===== config.mk =====
export PLATFORM = sky130hd
export DESIGN_NAME = depth_sprite_scaler_flat
export DESIGN_NICKNAME = d
export VERILOG_FILES = /design/src/rtl/depth_sprite_scaler_if.sv /design/src/rtl/depth_sprite_scaler.sv /design/src/flat_wrapper.sv
export SDC_FILE = /design/constraint.sdc
export NUM_CORES = 1
export LEC_CHECK = 0
export CORE_MARGIN = 4
export CORE_UTILIZATION = 53
export CTS_BUF_LIST = sky130_fd_sc_hd__clkbuf_8
export DETAILED_ROUTE_END_ITERATION = 10
export HOLD_SLACK_MARGIN = 0.06
export PLACE_DENSITY = 0.73
export SLEW_MARGIN = 20
export SYNTH_ARGS = -nofsm -noshare
export SYNTH_HDL_FRONTEND = slang
export SYNTH_SLANG_ARGS = --single-unit

===== constraint.sdc =====
create_clock -name clk -period 19 [get_ports clk]
set_clock_uncertainty 0.15 [all_clocks]
set_input_delay 4.75 -clock clk [delete_from_list [all_inputs] [get_ports clk]]
set_output_delay 4.75 -clock clk [all_outputs]
set_load 0.02 [all_outputs]

===== src/rtl/depth_sprite_scaler_if.sv =====
// depth_sprite_scaler_if: scan, ROM and colour signals between the VGA timing side and the sprite scaler.
interface depth_sprite_scaler_if #(
  parameter int W_COORD   = 16,
  parameter int COLOR_W   = 3,
  parameter int SPR_DIM   = 64,
  parameter int NUM_ZONES = 8
);
  logic frame_start;
  logic [W_COORD-1:0] x_loc, y_loc, z_loc, pixel_x, pixel_y;
  logic pixel_valid;
  logic [2*$clog2(SPR_DIM)-1:0] rom_addr;
  logic [COLOR_W-1:0] rom_data, color;
  logic opaque, color_valid;
  logic [$clog2(NUM_ZONES)-1:0] zone;
`ifdef SPRITE_MIRROR_EN
  logic mirror_x;
`endif
  modport slave (
    input frame_start, x_loc, y_loc, z_loc, pixel_x, pixel_y, pixel_valid, rom_data,
`ifdef SPRITE_MIRROR_EN
    input mirror_x,
`endif
    output rom_addr, color, opaque, color_valid, zone
  );
  modport master (
    output frame_start, x_loc, y_loc, z_loc, pixel_x, pixel_y, pixel_valid, rom_data,
`ifdef SPRITE_MIRROR_EN
    output mirror_x,
`endif
    input rom_addr, color, opaque, color_valid, zone
  );
endinterface


===== src/rtl/depth_sprite_scaler.sv =====
// depth_sprite_scaler: depth-zoned nearest-neighbour scaling of one base sprite ROM, 2-cycle pixel latency.
// Define SPRITE_MIRROR_EN to add a per-frame horizontal mirror input (mirror_x).
module depth_sprite_scaler #(
  parameter int W_COORD     = 16,
  parameter int SPR_DIM     = 64,
  parameter int MAX_SIZE    = 64,
  parameter int SIZE_STEP   = 6,
  parameter int NUM_ZONES   = 8,
  parameter int ZONE_DEPTH  = 100,
  parameter int FRAC        = 8,
  parameter int COLOR_W     = 3,
  parameter int TRANSPARENT = 0
) (
  input logic clk,
  input logic rst,
  depth_sprite_scaler_if.slave bus
);
  localparam int LD = $clog2(SPR_DIM);
  localparam int ZW = $clog2(NUM_ZONES);
  localparam int ACC_W = LD + FRAC;
  localparam int SW = ACC_W + 1;
  localparam int CW = W_COORD + 1;
  logic [W_COORD-1:0] x_lat, y_lat, py_prev, zq;
  logic [ZW-1:0] zone_q;
  logic [ACC_W-1:0] col_prev, row_acc, col_cur, row_cur;
  logic [SW-1:0] step, col_sum, row_sum;
  logic [SW-1:0] step_tab [NUM_ZONES];
  logic [CW-1:0] size_tab [NUM_ZONES];
  logic [CW-1:0] size, x_hi, y_hi;
  logic act_x, act_y, active, hit, v1, a1;
  logic [LD-1:0] src_col;
  logic [2*LD-1:0] addr_c, addr_q;
`ifdef SPRITE_MIRROR_EN
  logic mir;
`endif
  // Per-zone edge and texel step are elaboration-time constants; no per-zone ROMs.
  for (genvar i = 0; i < NUM_ZONES; i++) begin : g_tab
    assign step_tab[i] = SW'((SPR_DIM << FRAC) / (MAX_SIZE - i * SIZE_STEP));
    assign size_tab[i] = CW'(MAX_SIZE - i * SIZE_STEP);
  end
  assign zq = bus.z_loc / W_COORD'(ZONE_DEPTH);
  assign step = step_tab[zone_q];
  assign size = size_tab[zone_q];
  assign x_hi = {1'b0, x_lat} + size - CW'(1);
  assign y_hi = {1'b0, y_lat} + size - CW'(1);
  assign bus.zone = zone_q;
  always_comb begin
    act_x = bus.pixel_x >= x_lat && {1'b0, bus.pixel_x} <= x_hi;
    act_y = bus.pixel_y >= y_lat && {1'b0, bus.pixel_y} <= y_hi;
    active = act_x && act_y;
    hit = bus.pixel_valid && active;
    col_sum = {1'b0, col_prev} + step;
    row_sum = {1'b0, row_acc} + step;
    col_cur = bus.pixel_x == x_lat ? '0 : active ? col_sum[ACC_W-1:0] : col_prev;
    row_cur = bus.pixel_y == py_prev ? row_acc : bus.pixel_y == y_lat ? '0 : act_y ? row_sum[ACC_W-1:0] : row_acc;
`ifdef SPRITE_MIRROR_EN
    src_col = mir ? ~col_cur[ACC_W-1:FRAC] : col_cur[ACC_W-1:FRAC];
`else
    src_col = col_cur[ACC_W-1:FRAC];
`endif
    addr_c = {row_cur[ACC_W-1:FRAC], src_col};
    bus.rom_addr = hit && !rst ? addr_c : addr_q;
  end
  // The address is presented combinationally so the synchronous ROM returns data one cycle later.
  always_ff @(posedge clk or posedge rst)
    if (rst) begin
      x_lat <= '0;
      y_lat <= '0;
      zone_q <= '0;
      col_prev <= '0;
      row_acc <= '0;
      py_prev <= '0;
      addr_q <= '0;
      v1 <= 1'b0;
      a1 <= 1'b0;
      bus.color_valid <= 1'b0;
      bus.opaque <= 1'b0;
      bus.color <= '0;
`ifdef SPRITE_MIRROR_EN
      mir <= 1'b0;
`endif
    end else begin
      if (bus.frame_start) begin
        x_lat <= bus.x_loc;
        y_lat <= bus.y_loc;
        zone_q <= zq > W_COORD'(NUM_ZONES - 1) ? ZW'(NUM_ZONES - 1) : zq[ZW-1:0];
        col_prev <= '0;
        row_acc <= '0;
`ifdef SPRITE_MIRROR_EN
        mir <= bus.mirror_x;
`endif
      end else if (bus.pixel_valid) begin
        col_prev <= col_cur;
        row_acc <= row_cur;
      end
      if (bus.pixel_valid) py_prev <= bus.pixel_y;
      if (hit) addr_q <= addr_c;
      v1 <= bus.pixel_valid;
      a1 <= hit;
      bus.color_valid <= v1;
      bus.opaque <= a1 && bus.rom_data != COLOR_W'(TRANSPARENT);
      bus.color <= a1 && bus.rom_data != COLOR_W'(TRANSPARENT) ? bus.rom_data : '0;
    end
endmodule


===== src/flat_wrapper.sv =====
// flat-port wrapper written by rule: the top's interface ports become plain ports
module depth_sprite_scaler_flat 
#(
  parameter int W_COORD     = 16,
  parameter int SPR_DIM     = 64,
  parameter int MAX_SIZE    = 64,
  parameter int SIZE_STEP   = 6,
  parameter int NUM_ZONES   = 8,
  parameter int ZONE_DEPTH  = 100,
  parameter int FRAC        = 8,
  parameter int COLOR_W     = 3,
  parameter int TRANSPARENT = 0
)
  (clk, rst, bus_frame_start, bus_x_loc, bus_y_loc, bus_z_loc, bus_pixel_x, bus_pixel_y, bus_pixel_valid, bus_rom_data, bus_rom_addr, bus_color, bus_opaque, bus_color_valid, bus_zone);
  depth_sprite_scaler_if #(.W_COORD(W_COORD), .COLOR_W(COLOR_W), .SPR_DIM(SPR_DIM), .NUM_ZONES(NUM_ZONES)) bus_i ();
  input logic clk;
  input logic rst;
  input wire logic [$bits(bus_i.frame_start)-1:0] bus_frame_start;
  input wire logic [$bits(bus_i.x_loc)-1:0] bus_x_loc;
  input wire logic [$bits(bus_i.y_loc)-1:0] bus_y_loc;
  input wire logic [$bits(bus_i.z_loc)-1:0] bus_z_loc;
  input wire logic [$bits(bus_i.pixel_x)-1:0] bus_pixel_x;
  input wire logic [$bits(bus_i.pixel_y)-1:0] bus_pixel_y;
  input wire logic [$bits(bus_i.pixel_valid)-1:0] bus_pixel_valid;
  input wire logic [$bits(bus_i.rom_data)-1:0] bus_rom_data;
  output wire logic [$bits(bus_i.rom_addr)-1:0] bus_rom_addr;
  output wire logic [$bits(bus_i.color)-1:0] bus_color;
  output wire logic [$bits(bus_i.opaque)-1:0] bus_opaque;
  output wire logic [$bits(bus_i.color_valid)-1:0] bus_color_valid;
  output wire logic [$bits(bus_i.zone)-1:0] bus_zone;
  assign bus_i.frame_start = bus_frame_start;
  assign bus_i.x_loc = bus_x_loc;
  assign bus_i.y_loc = bus_y_loc;
  assign bus_i.z_loc = bus_z_loc;
  assign bus_i.pixel_x = bus_pixel_x;
  assign bus_i.pixel_y = bus_pixel_y;
  assign bus_i.pixel_valid = bus_pixel_valid;
  assign bus_i.rom_data = bus_rom_data;
  assign bus_rom_addr = bus_i.rom_addr;
  assign bus_color = bus_i.color;
  assign bus_opaque = bus_i.opaque;
  assign bus_color_valid = bus_i.color_valid;
  assign bus_zone = bus_i.zone;
  depth_sprite_scaler #(.W_COORD(W_COORD), .SPR_DIM(SPR_DIM), .MAX_SIZE(MAX_SIZE), .SIZE_STEP(SIZE_STEP), .NUM_ZONES(NUM_ZONES), .ZONE_DEPTH(ZONE_DEPTH), .FRAC(FRAC), .COLOR_W(COLOR_W), .TRANSPARENT(TRANSPARENT)) u_core (.clk(clk), .rst(rst), .bus(bus_i));
endmodule

**Yosys cells after proc, flatten, opt, wreduce, memory -nomap -nowiden**

Memories as Yosys holds them, arrays and structs flattened.
Index checks and enable logic that the tools add are counted.

- Register bits: 98
- ROM bits: 256
- Input bits: 87
- Output and inout port bits: 20
- Logic and storage cells: 63
- Memories kept: 2

Memories:

| memory | words | bits a word | rd ports | clocked after memory_dff | write ports | line | text |
|---|---|---|---|---|---|---|---|
| (name not given) | 8 | 17 | 1 | 0 | 0 | depth_sprite_scaler.sv:43 | `assign size = size_tab[zone_q];` |
| (name not given) | 8 | 15 | 1 | 0 | 0 | depth_sprite_scaler.sv:42 | `assign step = step_tab[zone_q];` |

- Add/subtract/negate cells: 6
- Div/mod/pow operators: 1
- Magnitude comparators: 6
- Equality and inequality tests: 4
- Mux-type cells: 16
- Bitwise operators: 1
- Reduce and logical (&&, ||, !) cells: 13

Operators by type and width:

| cell | count |
|---|---|
| $mux W14 | 11 |
| $eq A16 B16 Y1 | 3 |
| $add A16 B17 Y17 | 2 |
| $le A16 B17 Y1 | 2 |
| $mux W17 | 2 |
| $sub A17 B1 Y17 const B | 2 |
| $ge A16 B16 Y1 | 2 |
| $add A14 B14 Y14 | 2 |
| $div A16 B7 Y16 const B | 1 |
| $gt A16 B3 Y1 const B | 1 |
| $mux W12 | 1 |
| $reduce_bool A3 Y1 | 3 |
| $logic_and A1 B1 Y1 | 6 |
| $mux W3 | 2 |
| $ge A4 B4 Y1 const B | 1 |
| $not A3 Y4 | 1 |
| $reduce_and A3 Y1 | 1 |
| $ne A2 B2 Y1 const B | 1 |
| $reduce_and A2 Y1 | 1 |
| $reduce_bool A2 Y1 | 1 |
| $logic_not A1 Y1 | 1 |

**Longest topological paths before layout**

Gate-level depths: netlist of run 1.

- Word-level depth: 13
- Mapped depth: 32
- Depth with buffers taken out: 30

**Worst setup path after synthesis of run 1**

OpenSTA, ideal clock, no wires.

- Kind: input to output
- From: input bus_pixel_y[1]
- To: output bus_rom_addr[4]
- Arrival time: 8.633 ns
- Required time: 14.100 ns
- Setup slack: 5.467 ns
- Stages on the path: 20
- Cells stage by stage: ha_1 nor2b_1 o21a_1 o21a_1 o21a_1 o21a_1 o21a_1 o21a_1 o21ai_0 a21oi_1 o31a_1 o21a_1 o21ai_0 a2111oi_0 mux2i_1 and2_1 nand3_1 clkbuf_1 clkbuf_1 o31ai_1

- Word-level cells in the longest chain between the ends: 6
- Elaborated cells between the ends (all ways): 9
- Those cells by class: order compare (2); mux (3); reduce/logical (4)

Ends and longest elaborated chain:

| element | line | text |
|---|---|---|
| start, declared | flat_wrapper.sv:23 | `input wire logic [$bits(bus_i.pixel_y)-1:0] bus_pixel_y;` |
| $le A16 B17 Y1 / $ge A16 B16 Y1 (equally long branches) | depth_sprite_scaler.sv:49 | `act_y = bus.pixel_y >= y_lat && {1'b0, bus.pixel_y} <= y_hi;` |
| $logic_and A1 B1 Y1 * | depth_sprite_scaler.sv:49 |  |
| $logic_and A1 B1 Y1 * | depth_sprite_scaler.sv:50 | `active = act_x && act_y;` |
| $mux W14 / $logic_and A1 B1 Y1 (equally long branches) | depth_sprite_scaler.sv:54, depth_sprite_scaler.sv:51 |  |
| $mux W14 / $logic_and A1 B1 Y1 (equally long branches) | depth_sprite_scaler.sv:54, depth_sprite_scaler.sv:62 |  |
| $mux W12 * | depth_sprite_scaler.sv:62 | `bus.rom_addr = hit && !rst ? addr_c : addr_q;` |
| end, declared | flat_wrapper.sv:26 | `output wire logic [$bits(bus_i.rom_addr)-1:0] bus_rom_addr;` |

Every way passes the cells marked *; elsewhere a longest branch is shown, timed or not. The select of a mux whose other input is x is not followed.

**Worst setup path in the final report of run 1**

- From: input bus_pixel_y[1]
- To: output bus_rom_addr[10]

- Word-level cells in the longest chain between the ends: 6
- Elaborated cells between the ends (all ways): 12
- Those cells by class: order compare (2); eq/ne (2); mux (4); reduce/logical (4)

Ends and longest elaborated chain:

| element | line |
|---|---|
| $le A16 B17 Y1 / $ge A16 B16 Y1 (equally long branches) | depth_sprite_scaler.sv:49 |
| $logic_and A1 B1 Y1 | depth_sprite_scaler.sv:49 |
| $mux W14 / $logic_and A1 B1 Y1 (equally long branches) | depth_sprite_scaler.sv:55, depth_sprite_scaler.sv:50 |
| $mux W14 / $logic_and A1 B1 Y1 (equally long branches) | depth_sprite_scaler.sv:55, depth_sprite_scaler.sv:51 |
| $mux W14 / $logic_and A1 B1 Y1 (equally long branches) | depth_sprite_scaler.sv:55, depth_sprite_scaler.sv:62 |
| $mux W12 * | depth_sprite_scaler.sv:62 |

Marked as above.

==> out/metrics.yaml, run 1 <==
final_layout:
  final_common_cell: "ha_1"
  layout_common_cells: "131 x ha_1, 128 x inv_1, 103 x clkdlybuf4s50_1"
  areaGrowthSynthToFinish_pct: 13.9
  num-nets-final: 1463
  drive_above_1_share_pct: 6.90
  final_core_utilization_pct: 62.2
  finalInstanceArea_mm2: 0.0113
  fill_cells: 1621
  diodes: 0
detailed_routing:
  met3_length_um: 1030
  routed.top_layer: "met4"
  firstDrtPassIters: 6
  routed_via_density: 5.87
  wirelength_um: 23500
  num_vias: 8655
  dr_wl_met2_um: 10900
  drt_iter0_markers: 677
  wl_met1_um: 11200
  ant_nets: 0
  wl_per_cell_um: 15.9
  route.detailed.drc: 0
placed_design:
  place_congestion: 0.900
  placed_cell_area_mm2: 0.0111
  dp_hpwl_um: 18300
  port_buffers: 104
  post-place-ws_ns: 4.00
critical_path:
  critPathKind: "in -> out"
  worst-path-buf-inv: 2
  arrival_ns: 10.11
  endpoint_kind: "output pin"
  r2r_cells: 31
  critPathSlowestCell: "or4b_2"
  required_ns: 14.10
  cpPeakStageDelay_ns: 0.72
  path_delay_family: "compound AO/OA/AOI/OAI gates"
  cp_cell_sequence: "clkdlybuf4s50_1, ha_1, nor2b_1, o21a_1, o21a_1, o21a_1, o21a_1, o21a_1, o21a_1, o21ai_0, a21oi_1, o31a_1, o21a_1, o21ai_0, a2111oi_0, mux2i_1, nand2_1, or4b_2, nand2_1, mux2_2, clkdlybuf4s50_1"
  path_common_cell: "o21a_1"
  cp_max_fo: 10
  r2r-start: "u_core.bus.zone[0]"
  r2r_slack_ns: 11.29
  startpoint_type: "input port"
  reg2reg_to: "u_core.col_prev[4]"
clock_tree:
  cts_tree: "done"
  cts.repair.resized: 0
  clkTransAtPathRegs_ns: 0.10
  insertion_delay_ns: 0.38
  h-tree-depth: 3
  cts.path.max_buffers: 2
  postCtsSetupBuffers: 0
  cts_hold_buf: 0
  root_buffer: "clkbuf_8"
  cts_num_sinks: 98
  numCtsBuffers: 9
sta:
  fin_ws_ns: 3.99
  finalCritPeriodShare_pct: 79.0
  worstMarginPinSlew_ns: 1.11
  slew_headroom_pct: 25.2
  hold_viol_final: 0
  fmax_mhz: 66.6
  setup_violations: 0
  drv_slew: 0
  setup_tns_ns: 0
  min_period_ns: 15.01
  grt_setup_unrepaired: "false"
min_path:
  holdPathEnd: "u_core.bus.color_valid"
  hp-start: "u_core.v1"
  holdCritPathClass: "reg -> reg"
  min_path_cells: 0
yosys:
  async_reset_ff_share_pct: 100
  avgSynthCellArea_um2: 8.55
  synthFlopType: "dfrtp_1"
  ys_seq_area_share_pct: 24.7
  ys_types: 88
  ys_warn_count: 0
  syn_nets: 1381
  synth_edf_count: 0
  ys_ff_latch: 98
  synthCells: 1159
  netlist_area_mm2: 0.00991
floorplan:
  fp-row-count: 49
  initial_utilization_pct: 54.6
  die_w_um: 145
  die_area_mm2: 0.0210
  core_area_mm2: 0.0181
  die_h_um: 145
  ios: 107
power:
  ir_worst_vdd_uv: 52.5
  power.density_mw_per_mm2: 76.6
  leakagePower_nw: 5.21
  power_mw: 0.865
global_routing:
  grt_first_pass_wirelength_um: 39200
  grt_max_degree: 81
  overflow: 0
  grt_pass1_vias: 8292
  antenna_found_initial: 0
  grt_usage_pct: 22.8
status:
  status: "finished clean"
job:
  maxCapViolations: 0
[flip-flops by register name, indices dropped and copies added, names as in the netlist]
name,cells
u_core.a1,1
u_core.addr_q,12
u_core.bus.color,3
u_core.bus.color_valid,1
u_core.bus.opaque,1
u_core.bus.zone,3
u_core.col_prev,14
u_core.py_prev,16
u_core.row_acc,14
u_core.v1,1
u_core.x_lat,16
u_core.y_lat,16
[area by class of cell]
| cell class | instances | area (um^2) | area share (%) |
|---|---|---|---|
| Sequential cell | 98 | 2450 | 21.7 |
| Multi-Input combinational cell | 895 | 6820 | 60.4 |
| Inverter | 128 | 483 | 4.28 |
| Clock inverter | 7 | 56.3 | 0.499 |
| Tap cell | 229 | 287 | 2.54 |
| Timing Repair Buffer | 109 | 1070 | 9.51 |
| Clock buffer | 9 | 124 | 1.10 |
[worst register-to-register path, delay by kind of cell, from the launching register on]
kind	cells	cell delay, ns
buffers and inverters	4	0.62
and+or+nand+nor	9	2.63
DFF	1	0.56
xor gates and xnor gates	1	0.09
muxes	1	0.34
AOI/OAI and AO/OA	12	2.04
adders and majority gates	4	1.21
[power breakdown]
part,internal (mW),switching [mW]
combinational,0.219,0.273
sequential,0.231,0.0130
clock,0.0487,0.0807
total,0.498,0.367
[how the worst max path moves through the flow]
| stage | end | slack, ns | from | cells past startpoint |
|---|---|---|---|---|
| 2_1_floorplan | bus_rom_addr[4] | 5.47 | bus_pixel_y[1] | 20 |
| 3_3_place_gp | bus_rom_addr[2] | 4.13 | bus_pixel_y[1] | 21 |
| 3_5_place_dp | bus_rom_addr[10] | 4.00 | bus_pixel_y[1] | 21 |
| 4_1_cts | bus_rom_addr[10] | 3.98 | bus_pixel_y[1] | 21 |
| 5_1_grt | bus_rom_addr[10] | 3.72 | bus_pixel_y[1] | 21 |
| 6_report | bus_rom_addr[10] | 3.99 | bus_pixel_y[1] | 21 |
[per-layer routing]
layer,up-vias,track usage (%)
met1,4085,31.3
met3,26,3.45
met4,0,4.61
met5,-,0
li1,4358,-
met2,186,38.4
[Yosys cell counts (all sizes together), types with 4 or more instances]
master   count  share of area (%)
ha         131                 17
o21a        28                2.1
a21o        16                1.2
or2          9               0.57
o31a         4               0.35
a22o        12                1.1
nand4       20                1.3
o211ai       7               0.58
nor3        14               0.92
mux2        27                3.1
xor2        23                2.0
mux2i       17                1.7
a2111oi      5               0.50
a21oi       72                3.6
nor4b        4               0.50
o2bb2ai      8               0.83
a211o        4               0.35
nor2b       22                1.4
nand3       15               0.76
nand2       80                3.0
nor2        50                1.9
o2111a       4               0.45
nand4b       4               0.35
dfrtp       98                 25
o31ai        8               0.66
o21bai      34                2.6
a22oi        4               0.30
a211oi      11               0.93
and2        10               0.66
buf         11               0.69
nor4        11               0.69
xnor2       44                4.0
o22ai        4               0.25
clkbuf      27                1.0
inv        128                4.8
a31oi       10               0.63
o21ai      102                5.2
nand2b      16                1.0
or4b         5               0.54
fa           4               0.81
a21boi       4               0.34
[metrics by stage]
stage	hold WS (ns)	std cells
final	0.209	1475
after detailed placement	0.186	1459
after floorplan	0.181	1159
after global placement	0.186	1459
after CTS	0.212	1475
after global routing	0.215	1475
[cell families after synthesis]
kind of cell    Yosys count  share of synthesized area, %
buf+inv                 166                          6.56
compound gates          374                          25.7
simple gates            272                          14.6
mux                      44                          4.78
flops                    98                          24.7
xor+xnor                 67                          6.00
fa+ha+maj               138                          17.7
Note: power is estimated with default switching activity, not from simulation.
==> inputs of run 2 (changes only) <==
==> constraint.sdc (replaced) <==
create_clock -name clk -period 15.7 [get_ports clk]
set_clock_uncertainty 0.15 [all_clocks]
set_input_delay 3.925 -clock clk [delete_from_list [all_inputs] [get_ports clk]]
set_output_delay 3.925 -clock clk [all_outputs]
set_load 0.02 [all_outputs]
==> out/metrics.yaml, run 2 (synthesis results as in run 1) <==
floorplan:
  die_w_um: 145  # unchanged
  die_h_um: 145  # unchanged
  die_area_mm2: 0.0210  # unchanged
  ios: 107  # unchanged
  fp-row-count: 49  # unchanged
  initial_utilization_pct: 54.6  # unchanged
  core_area_mm2: 0.0181  # unchanged
critical_path:
  cp_cell_sequence: "clkdlybuf4s50_1, ha_1, nor2b_1, o21a_1, o21a_1, o21a_1, o21a_1, o21a_1, o21a_1, o21ai_0, a21oi_1, o31a_1, o21a_1, o21ai_0, a2111oi_0, mux2i_1, and2_1, nand3_1, buf_4, nor2_1, mux2_2, clkdlybuf4s50_1"  # was clkdlybuf4s50_1, ha_1, nor2b_1, o21a_1, o21a_1, o21a_1, o21a_1, o21a_1, o21a_1, o21ai_0, a21oi_1, o31a_1, o21a_1, o21ai_0, a2111oi_0, mux2i_1, nand2_1, or4b_2, nand2_1, mux2_2, clkdlybuf4s50_1
  path_common_cell: "o21a_1"  # unchanged
  startpoint_type: "input port"  # unchanged
  endpoint_kind: "output pin"  # unchanged
  cpPeakStageDelay_ns: 0.54  # was 0.72 ns
  required_ns: 11.63  # was 14.10 ns
  reg2reg_to: "u_core.col_prev[3]"  # was u_core.col_prev[4]
  r2r-start: "u_core.bus.zone[0]"  # unchanged
  critPathKind: "in -> out"  # unchanged
  cp_max_fo: 32  # was 10
  r2r_cells: 31  # unchanged
  arrival_ns: 9.45  # was 10.11 ns
  worst-path-buf-inv: 3  # was 2
  critPathSlowestCell: "clkdlybuf4s50_1"  # was or4b_2
  r2r_slack_ns: 7.97  # was 11.29 ns
  path_delay_family: "compound AO/OA/AOI/OAI gates"  # unchanged
clock_tree:
  cts.repair.resized: 0  # unchanged
  cts_tree: "done"  # unchanged
  postCtsSetupBuffers: 0  # unchanged
  numCtsBuffers: 9  # unchanged
  cts.path.max_buffers: 2  # unchanged
  root_buffer: "clkbuf_8"  # unchanged
  clkTransAtPathRegs_ns: 0.11  # was 0.10 ns
  cts_hold_buf: 0  # unchanged
  insertion_delay_ns: 0.39  # was 0.38 ns
  cts_num_sinks: 98  # unchanged
  h-tree-depth: 3  # unchanged
power:
  leakagePower_nw: 5.20  # was 5.21 nW
  ir_worst_vdd_uv: 61.4  # was 52.5 uV
  power.density_mw_per_mm2: 92.8  # was 76.6 mW/mm^2
  power_mw: 1.05  # was 0.865 mW
final_layout:
  largest_registers: "u_core.py_prev: 16 flops, u_core.x_lat: 16 flops, u_core.y_lat: 16 flops"  # unchanged
  final_common_cell: "ha_1"  # unchanged
  finalInstanceArea_mm2: 0.0113  # about the same
  seqCellArea_mm2: 0.00245  # unchanged
  multiInputGateArea_mm2: 0.00682  # unchanged
  num-nets-final: 1463  # unchanged
  drive_above_1_share_pct: 6.91  # was 6.90%
  layout_common_cells: "131 x ha_1, 127 x inv_1, 103 x clkdlybuf4s50_1"  # was 131 x ha_1, 128 x inv_1, 103 x clkdlybuf4s50_1
  stdcell_count: 1474  # was 1475
  fill_cells: 1594  # was 1621
  areaGrowthSynthToFinish_pct: 13.9  # about the same
  diodes: 0  # unchanged
global_routing:
  overflow: 0  # unchanged
  antenna_found_initial: 0  # unchanged
  grt_first_pass_wirelength_um: 38600  # was 39200 um
  grt_max_degree: 81  # unchanged
  grt_pass1_vias: 8123  # was 8292
  grt_usage_pct: 22.4  # was 22.8%
sta:
  worstMarginPinSlew_ns: 1.02  # was 1.11 ns
  hold_viol_final: 0  # unchanged
  setup_tns_ns: 0  # unchanged
  slew_headroom_pct: 31.3  # was 25.2%
  min_period_ns: 13.52
  finalHoldWorstSlack_ns: 0.210  # was 0.209 ns
  finalCritPeriodShare_pct: 86.1
  setup_violations: 0  # unchanged
  grt_setup_unrepaired: "false"  # unchanged
  drv_slew: 0  # unchanged
  fmax_mhz: 74.0
detailed_routing:
  met3_length_um: 882  # was 1030 um
  wirelength_um: 23400  # was 23500 um
  wl_met1_um: 11200  # about the same
  drt_iter0_markers: 626  # was 677
  routed.top_layer: "met4"  # unchanged
  ant_nets: 0  # unchanged
  dr_wl_met2_um: 11100  # was 10900 um
  wl_per_cell_um: 15.9  # about the same
  route.detailed.drc: 0  # unchanged
  routed_via_density: 5.84  # was 5.87
  firstDrtPassIters: 5  # was 6
  num_vias: 8601  # was 8655
placed_design:
  placed_cell_area_mm2: 0.0111  # unchanged
  dpl.cell_count: 1459  # unchanged
  port_buffers: 104  # unchanged
  place_congestion: 0.889  # was 0.900
  dp_hpwl_um: 18100  # was 18300 um
min_path:
  min_path_cells: 0  # unchanged
  holdPathEnd: "u_core.bus.color_valid"  # unchanged
  hp-start: "u_core.v1"  # unchanged
  holdCritPathClass: "reg -> reg"  # unchanged
status:
  status: "finished clean"  # unchanged
job:
  maxCapViolations: 0  # unchanged
run 2: cell types whose count changed in the layout (fill, tap and decap cells not counted):
cell      previous run  this run
clkinv_4             3         2
inv_1              128       127
inv_6                0         1
run 2: worst max-delay path by stage:
stage	depth (start not counted)	startpoint	slack (ns)	end
finish	22	bus_pixel_y[1]	2.18	bus_rom_addr[11]
global route	22	bus_pixel_y[1]	1.87	bus_rom_addr[3]
CTS	22	bus_pixel_y[1]	2.20	bus_rom_addr[11]
detailed placement	22	bus_pixel_y[1]	2.22	bus_rom_addr[11]
global placement	22	bus_pixel_y[1]	2.31	bus_rom_addr[11]
floorplan	20	bus_pixel_y[1]	3.82	bus_rom_addr[4]
run 2: area by class of cell:
type / count / area share, %
clock buffer: 9 / 1.10
clock inverter: 6 / 0.466
inverter: 128 / 4.28
multi-input combinational: 895 / 60.4
sequential: 98 / 21.7
tap: 229 / 2.54
timing repair buffer: 109 / 9.51
run 2: routing by layer:
metal	global-route usage (%)	vias to the layer above
met2	37.5	187
met1	31.2	4031
met3	2.53	21
met4	5.25	0
li1	-	4362
met5	0	-
run 2: metrics by stage:
stage	util [%]	setup WS (ns)
after global routing	62.2	1.87
after detailed placement	61.2	2.22
after floorplan	-	3.82
final	62.2	2.18
after global placement	61.2	2.31
after CTS	62.2	2.20
run 2: worst reg2reg max path, delay by kind of cell (launching register included):
family,cells,cell delay [ns]
xor gates and xnor gates,1,0.09
muxes,1,0.34
and+or+nand+nor,9,2.65
buffers and inverters,4,0.63
adders and majority gates,4,1.21
AOI/OAI and AO/OA,12,2.04
DFF,1,0.55
run 2: power breakdown:
| group | internal (mW) | switching (mW) |
|---|---|---|
| combinational | 0.265 | 0.330 |
| sequential | 0.279 | 0.0158 |
| clock | 0.0590 | 0.0993 |
